$ cat src/rtl/mem_scan_engine.sv
// Memory scan engine: reads `count` words from a synchronous-read memory starting at
// `base_addr` and streams {addr, data, last} over valid/ready. Optional: MEM_SCAN_CHECKSUM_EN.
module mem_scan_engine #(
  parameter int DATA_W = 16,
  parameter int ADDR_W = 8
) (
  input  logic              clock,
  input  logic              reset,
  input  logic              enable,
  input  logic              start,
  input  logic [ADDR_W-1:0] base_addr,
  input  logic [ADDR_W:0]   count,
  output logic              mem_re,
  output logic [ADDR_W-1:0] mem_addr,
  input  logic [DATA_W-1:0] mem_rdata,
  output logic              out_valid,
  input  logic              out_ready,
  output logic [ADDR_W-1:0] out_addr,
  output logic [DATA_W-1:0] out_data,
  output logic              out_last,
  output logic              busy,
  output logic              done,
  output logic [DATA_W-1:0] checksum
);

  typedef enum logic [1:0] {IDLE, SCAN, FINISH} state_t;

  localparam logic [ADDR_W:0] ONE = {{ADDR_W{1'b0}}, 1'b1};

  state_t state, state_n;

  logic [ADDR_W-1:0] base_q;
  logic [ADDR_W:0]   count_q;
  logic [ADDR_W:0]   reads_issued;
  logic              inflight;
  logic              inflight_last;
  logic [ADDR_W-1:0] inflight_addr;

  logic [ADDR_W-1:0] fifo_addr [2];
  logic [DATA_W-1:0] fifo_data [2];
  logic              fifo_last [2];
  logic              rd_ptr;
  logic              wr_ptr;
  logic [1:0]        occ;

  logic              start_acc;
  logic              push;
  logic              pop;
  logic              last_read;
  logic [1:0]        pending;

  assign mem_addr  = base_q + reads_issued[ADDR_W-1:0];
  assign last_read = (reads_issued == (count_q - ONE));
  assign push      = inflight;
  assign out_addr  = fifo_addr[rd_ptr];
  assign out_data  = fifo_data[rd_ptr];
  assign out_last  = fifo_last[rd_ptr];

  always_ff @(posedge clock) begin
    if (reset) state <= IDLE;
    else       state <= state_n;
  end

  // The slot freed by a same-cycle pop is counted as available, so a steady
  // ready stream sustains one read (and one beat) per cycle.
  always_comb begin
    state_n   = state;
    start_acc = 1'b0;
    mem_re    = 1'b0;
    out_valid = 1'b0;
    busy      = 1'b0;
    done      = 1'b0;
    pop       = 1'b0;
    pending   = occ + {1'b0, inflight};
    case (state)
      IDLE: begin
        if (enable && start) begin
          start_acc = 1'b1;
          state_n   = (count == '0) ? FINISH : SCAN;
        end
      end
      SCAN: begin
        busy      = 1'b1;
        out_valid = enable && (occ != 2'd0);
        pop       = out_valid && out_ready;
        pending   = occ + {1'b0, inflight} - {1'b0, pop};
        mem_re    = enable && (reads_issued < count_q) && (pending < 2'd2);
        if (pop && fifo_last[rd_ptr]) state_n = FINISH;
      end
      FINISH: begin
        done = enable;
        if (enable) state_n = IDLE;
      end
      default: state_n = IDLE;
    endcase
  end

  // Read bookkeeping and the two-entry output buffer. A read already in flight
  // is captured even while enable is low.
  always_ff @(posedge clock) begin
    if (reset) begin
      base_q        <= '0;
      count_q       <= '0;
      reads_issued  <= '0;
      inflight      <= 1'b0;
      inflight_last <= 1'b0;
      inflight_addr <= '0;
      rd_ptr        <= 1'b0;
      wr_ptr        <= 1'b0;
      occ           <= 2'd0;
      for (int i = 0; i < 2; i++) begin
        fifo_addr[i] <= '0;
        fifo_data[i] <= '0;
        fifo_last[i] <= 1'b0;
      end
    end else begin
      if (start_acc) begin
        base_q       <= base_addr;
        count_q      <= count;
        reads_issued <= '0;
      end else if (mem_re) begin
        reads_issued <= reads_issued + ONE;
      end
      inflight <= mem_re;
      if (mem_re) begin
        inflight_addr <= mem_addr;
        inflight_last <= last_read;
      end
      if (push) begin
        fifo_addr[wr_ptr] <= inflight_addr;
        fifo_data[wr_ptr] <= mem_rdata;
        fifo_last[wr_ptr] <= inflight_last;
        wr_ptr            <= ~wr_ptr;
      end
      if (pop) rd_ptr <= ~rd_ptr;
      case ({push, pop})
        2'b10:   occ <= occ + 2'd1;
        2'b01:   occ <= occ - 2'd1;
        default: occ <= occ;
      endcase
    end
  end

`ifdef MEM_SCAN_CHECKSUM_EN
  logic [DATA_W-1:0] sum_q;

  always_ff @(posedge clock) begin
    if (reset)          sum_q <= '0;
    else if (start_acc) sum_q <= '0;
    else if (pop)       sum_q <= sum_q + out_data;
  end

  assign checksum = sum_q;
`else
  assign checksum = '0;
`endif

endmodule

$ cat config.mk
export PLATFORM = sky130hd
export DESIGN_NAME = mem_scan_engine
export DESIGN_NICKNAME = d
export VERILOG_FILES = /design/src/rtl/mem_scan_engine.sv
export SDC_FILE = /design/constraint.sdc
export NUM_CORES = 1
export LEC_CHECK = 0
export BUFFER_PORTS_ARGS = -buffer_cell sky130_fd_sc_hd__buf_2
export CORE_MARGIN = 5
export CORE_UTILIZATION = 55
export CTS_CLUSTER_DIAMETER = 80
export DETAILED_ROUTE_END_ITERATION = 8
export GPL_TIMING_DRIVEN = 1
export PLACE_DENSITY = 0.83
export SYNTH_ARGS = -nofsm -noshare
export SYNTH_HDL_FRONTEND = slang
export SYNTH_SLANG_ARGS = --single-unit
$ cat constraint.sdc
create_clock -name clock -period 3.4 [get_ports clock]
set_clock_uncertainty 0.2 [all_clocks]
set_input_delay 0.34 -clock clock [delete_from_list [all_inputs] [get_ports clock]]
set_output_delay 0.34 -clock clock [all_outputs]
set_load 0.01 [all_outputs]
* After elaboration in Yosys (flattened, before gate mapping)
Memories as Yosys holds them, arrays and structs flattened. A register that Yosys moved wholly into a read port is not among the register bits.
Cells that the tools add are included.
** Word-level totals
- Bits in writable memories :: 50
- Output and inout port bits :: 53
- Word-level logic and storage cells :: 80
- Flip-flop bits (word level) :: 42
- Memories :: 3
** Memories
- fifo_data :: depth 2, width 16, rd ports 1, clocked after Yosys merged registers in 1, wr ports 2, line 40 : logic [DATA_W-1:0] fifo_data [2];
- fifo_addr :: depth 2, width 8, rd ports 1, clocked after Yosys merged registers in 1, wr ports 2, line 39 : logic [ADDR_W-1:0] fifo_addr [2];
- fifo_last :: depth 2, width 1, rd ports 1, clocked after Yosys merged registers in 1, wr ports 2, line 41 : logic fifo_last [2];
** Operators by class
- $add $sub $neg :: 7
- Bitwise logic cells :: 2
- Equality and inequality tests :: 8
- $lt $le $gt $ge :: 2
- Reductions and logical operators :: 15
- Multiplexer cells :: 33
** Operator list (count)
- $mux W1 :: 25
- $mux W16 :: 1
- $reduce_or A16 Y1 :: 1
- $add A9 B1 Y9 const B :: 1
- $eq A9 B9 Y1 :: 1
- $logic_not A9 Y1 :: 1
- $lt A9 B9 Y1 :: 1
- $sub A9 B1 Y9 const B :: 1
- $add A8 B8 Y8 :: 1
- $mux W2 :: 4
- $mux W8 :: 1
- $reduce_or A8 Y1 :: 1
- $logic_and A1 B1 Y1 :: 6
- $ne A2 B2 Y1 const B :: 3
- $pmux W2 S3 :: 1
- $eq A2 B1 Y1 const B :: 2
- $eq A2 B2 Y1 const B :: 2
- $pmux W2 S2 :: 1
- $reduce_bool A2 Y1 :: 2
- $reduce_and A3 Y1 :: 1
- $add A2 B1 Y2 :: 1
- $add A2 B1 Y2 const B :: 1
- $logic_not A2 Y1 :: 1
- $lt A2 B2 Y1 const B :: 1
- 5 further kinds :: 6

* Logic depth before layout (Yosys ltp)
- Depth in word-level cells :: 7
- Depth in mapped cells :: 11

* Worst setup path before layout
OpenSTA, ideal clock, no wires.
- Path kind :: reg2reg
- From :: register occ[0]
- To :: register reads_issued[8]
- Slack :: 853 ps
- Buffers on the path :: 0
- Arrival :: 2277 ps
- Stages on the path, launching flop included :: 10
- Library setup time :: 71 ps
- Cell sequence :: dfxtp_1 -> o21ai_0 -> nor2_1 -> ha_1 -> nor2b_1 -> xnor2_1 -> a2111oi_4 -> nand2_4 -> or4_1 -> a21oi_1
** On the way
- Cells in the longest elaborated chain, start to end :: 7
** RTL lines
- start: declaration :: line 44 : logic [1:0] occ;
- start signal: assignment :: line 137 : 2'b10: occ <= occ + 2'd1;
- start signal: assignment :: line 138 : 2'b01: occ <= occ - 2'd1;
- branches (longest 3 deep; another with $add A2 B1 Y2)
- $sub A2 B1 Y2 (*) :: line 86 : pending = occ + {1'b0, inflight} - {1'b0, pop};
- $lt A2 B2 Y1 (*) :: line 87 : mem_re = enable && (reads_issued < count_q) && (pending < 2'd2);
- $logic_and A1 B1 Y1 (*) :: line 87
- $mux W1 (*) :: line 75 : case (state)
- end signal: assignment :: line 122 : reads_issued <= reads_issued + ONE;
- end: declaration :: line 34 : logic [ADDR_W:0] reads_issued;
Every way passes the cells marked *.
A chain may end at the register's enable or synchronous reset.

* Worst setup path in the final report
- From :: register reads_issued[0]
- To :: output mem_addr[6]
** On the way
- Cells in the longest elaborated chain, start to end :: 1
** RTL lines
- $add A8 B8 Y8 :: line 52 : assign mem_addr = base_q + reads_issued[ADDR_W-1:0];
- end: declaration :: line 14 : output logic [ADDR_W-1:0] mem_addr,
Every way passes these cells.

==> flow_summary_export.csv <==
group,metric,value,unit
global_route,grt_use_total,18.8,%
cts,cts_tree,"done",
global_route,grt_pass1_wl,16600,um
timing,tns,0,ns
timing,min_period,3.15,ns
worst_setup_path,critPathMaxFanout,7,
power,power_switching,0.000574,W
cts,cts.sinks,93,
route,via_per_inst,5.36,
die,coreArea,8640,um^2
logic_synthesis,synth_area_leaders,"edfxtp_1 31%, dfxtp_1 18%, and2_1 6.7%",
timing,maxSlewHeadroom,49.2,%
die,rows,34,
logic_synthesis,avgSynthCellArea,10.3,um^2
power,switching_share,26.0,%
global_route,grt_pass1_vias,3491,
route,drtIter0Drc,109,
route,dr.pass1.iters,5,
place,port_buffers,74,
worst_setup_path,cp-start-kind,"flip-flop",
logic_synthesis,synthCells,471,
cts,cts_inserted_buffers,9,
global_route,grt_start_max_net_pins,40,
cts,cts-root-buf,"clkbuf_8",
route,drc,0,
finish,final_cell_mix,"74 x buf_2, 52 x and2_1, 50 x nand2_1, 50 x edfxtp_1, 43 x dfxtp_1",
die,die-width,104,um
timing,drv_slew,0,
route,postRouteAntennaNets,0,
cts,cts_max_path_buffers,2,
power,power.share.sequential,56.1,%
finish,final_util,63.8,%
place,hpwl,7240,um
die,die-area,10800,um^2
finish,nets,607,
power,intPower,0.00164,W
global_route,grt-ovfl-total,0,
timing,hold_viol,0,
logic_synthesis,synth_seq_area_share,48.8,%
finish,n_antenna_cell,0,
logic_synthesis,yosysTopAreaCellShare,31.0,%
power,leakage,2.26,nW
route,routedWlPerCell,15.3,um
power,peakVddDrop,0.000207,V
die,ioPinCount,91,
logic_synthesis,synth-seq-cells,93,
route,vias,3544,
worst_setup_path,cp.required,2.86,ns
worst_setup_path,critPathCaptureType,"output port",
logic_synthesis,synth_enable_flop_cells,50,
finish,syn_to_final_growth,13.9,%
outcome,status,"completed",
logic_synthesis,yosys.area.top_type,"edfxtp_1",
logic_synthesis,ys.flop_type,"edfxtp_1",
timing,setup_viol,0,
timing,finalCritPeriodShare,92.7,%
worst_setup_path,path_class,"flip-flop to output port",
cts,cts_setup_buffers,0,
logic_synthesis,synth_cell_types,49,
place,gp_congestion,0.912,
job,cap_violations,0,
die,start_util,56.0,%
cts,cts.clk_slew.worst_paths,0.10,ns
logic_synthesis,syn_area,4840,um^2
cts,htreeDepth,3,
timing,worstMarginPinSlew,0.755,ns
timing,fmax,0.317,GHz
power,powerDensity,401,nW/um^2
timing,rsz0062_at_grt,"false",
finish,layout-drive-gt1-share,23.9,%
global_route,antenna_found_initial,0,
die,dieHeight,104,um
route,routed_wl,10100,um
finish,final_common_cell,"buf_2",
worst_setup_path,arrival,2.61,ns
finish,fin_area,5510,um^2
finish,fillers,696,
logic_synthesis,synthArstFlopShare,0,%
power,combinationalPowerShare,11.1,%
power,clockPowerShare,32.8,%
logic_synthesis,ys_warn_count,0,
min_path,hold_class,"primary input to flip-flop",
cts,clk_latency,0.37,ns
place,place_area,5270,um^2
[timing repair]
| item | CTS | global route |
|---|---|---|
| hold buffers | 4 | 0 |
| endpoints found under the hold margin | 4 | 0 |
| gates resized for setup | 0 | 2 |
| endpoints found under the setup margin | 0 | 1 |
[power groups by stage]
stage	Sequential, W	Clock (W)	Combinational [W]
2_1_floorplan	0.00126	0	0.000176
6_report	0.00124	0.000724	0.000246
5_1_grt	0.00125	0.000777	0.000272
4_1_cts	0.00124	0.000730	0.000246
3_3_place_gp	0.00126	0	0.000233
3_5_place_dp	0.00127	0	0.000241
[per-stage QoR]
step	power, W	setup WS, ns	cells	hold WS, ns
after CTS	0.00222	0.00666	661	0.00409
after detailed placement	0.00151	0.328	641	0.262
after global routing	0.00229	0.0282	661	0.0156
final	0.00221	0.248	661	0.0158
after global placement	0.00150	0.527	641	0.256
after floorplan	0.00143	0.853	486	0.240
[cell type report]
class / count / area [um^2] / area share [%]
Clock buffer: 11 / 153 / 2.77
Clock inverter: 5 / 42.5 / 0.772
Inverter: 21 / 82.6 / 1.50
Multi-Input combinational cell: 339 / 2280 / 41.4
Sequential cell: 93 / 2360 / 42.9
Tap cell: 108 / 135 / 2.45
Timing Repair Buffer: 84 / 455 / 8.27
[critical path, stage by stage, from the launching register on]
cell and delay (ns):
dfxtp_1 0.42, ha_1 0.26, inv_1 0.08, fa_1 0.21
nor2b_1 0.07, o31a_1 0.26, or4b_2 0.61, nand3_1 0.17
buf_2 0.16
[Yosys cell counts, types with 9 or more instances]
cell type	instances
and2_1	52
edfxtp_1	50
nand2_1	50
dfxtp_1	43
a21oi_1	31
nor2_1	30
mux2_2	26
inv_1	21
ha_1	20
xnor2_1	18
buf_4	17
clkbuf_1	14
nand3_1	13
xor2_1	10
o21ai_0	9
[routing by layer]
metal	up-vias	global-route usage, %	share of wire, %
li1	1745	-	-
met1	1689	23.8	43
met2	97	31.7	50
met3	13	3.79	5.3
met4	0	6.66	1.5
met5	-	0	0
[sequential cells by signal, indices dropped and copies added (netlist names), 8 cells and up, named ones only]
signal and cells:
fifo_data 32, fifo_addr 16, count_q 9, reads_issued 9, base_q 8, inflight_addr 8
[path summary, 6_finish.rpt]
check | start | to | slack (ns) | depth (start not counted)
max | reads_issued[0]$_SDFFE_PP0P_ | mem_addr[6] | 0.25 | 8
min | count[6] | count_q[6]$_SDFFE_PP0P_ | 0.02 | 3
max reg2reg | occ[0]$_SDFFE_PP0P_ | inflight_addr[5]$_SDFFE_PP0P_ | 0.58 | 11
min reg2reg | base_q[3]$_SDFFE_PP0P_ | base_q[3]$_SDFFE_PP0P_ | 0.27 | 2
[kinds of logic after synthesis]
logic type      share of synthesized area [%]
buf+inv                                  5.51
simple gates                             19.6
mux                                      7.09
other cells                            0.0775
compound gates                           8.23
flops                                    48.8
fa+ha+maj                                5.59
xor+xnor                                 5.07
No activity file was read; power rests on OpenSTA's default activity.
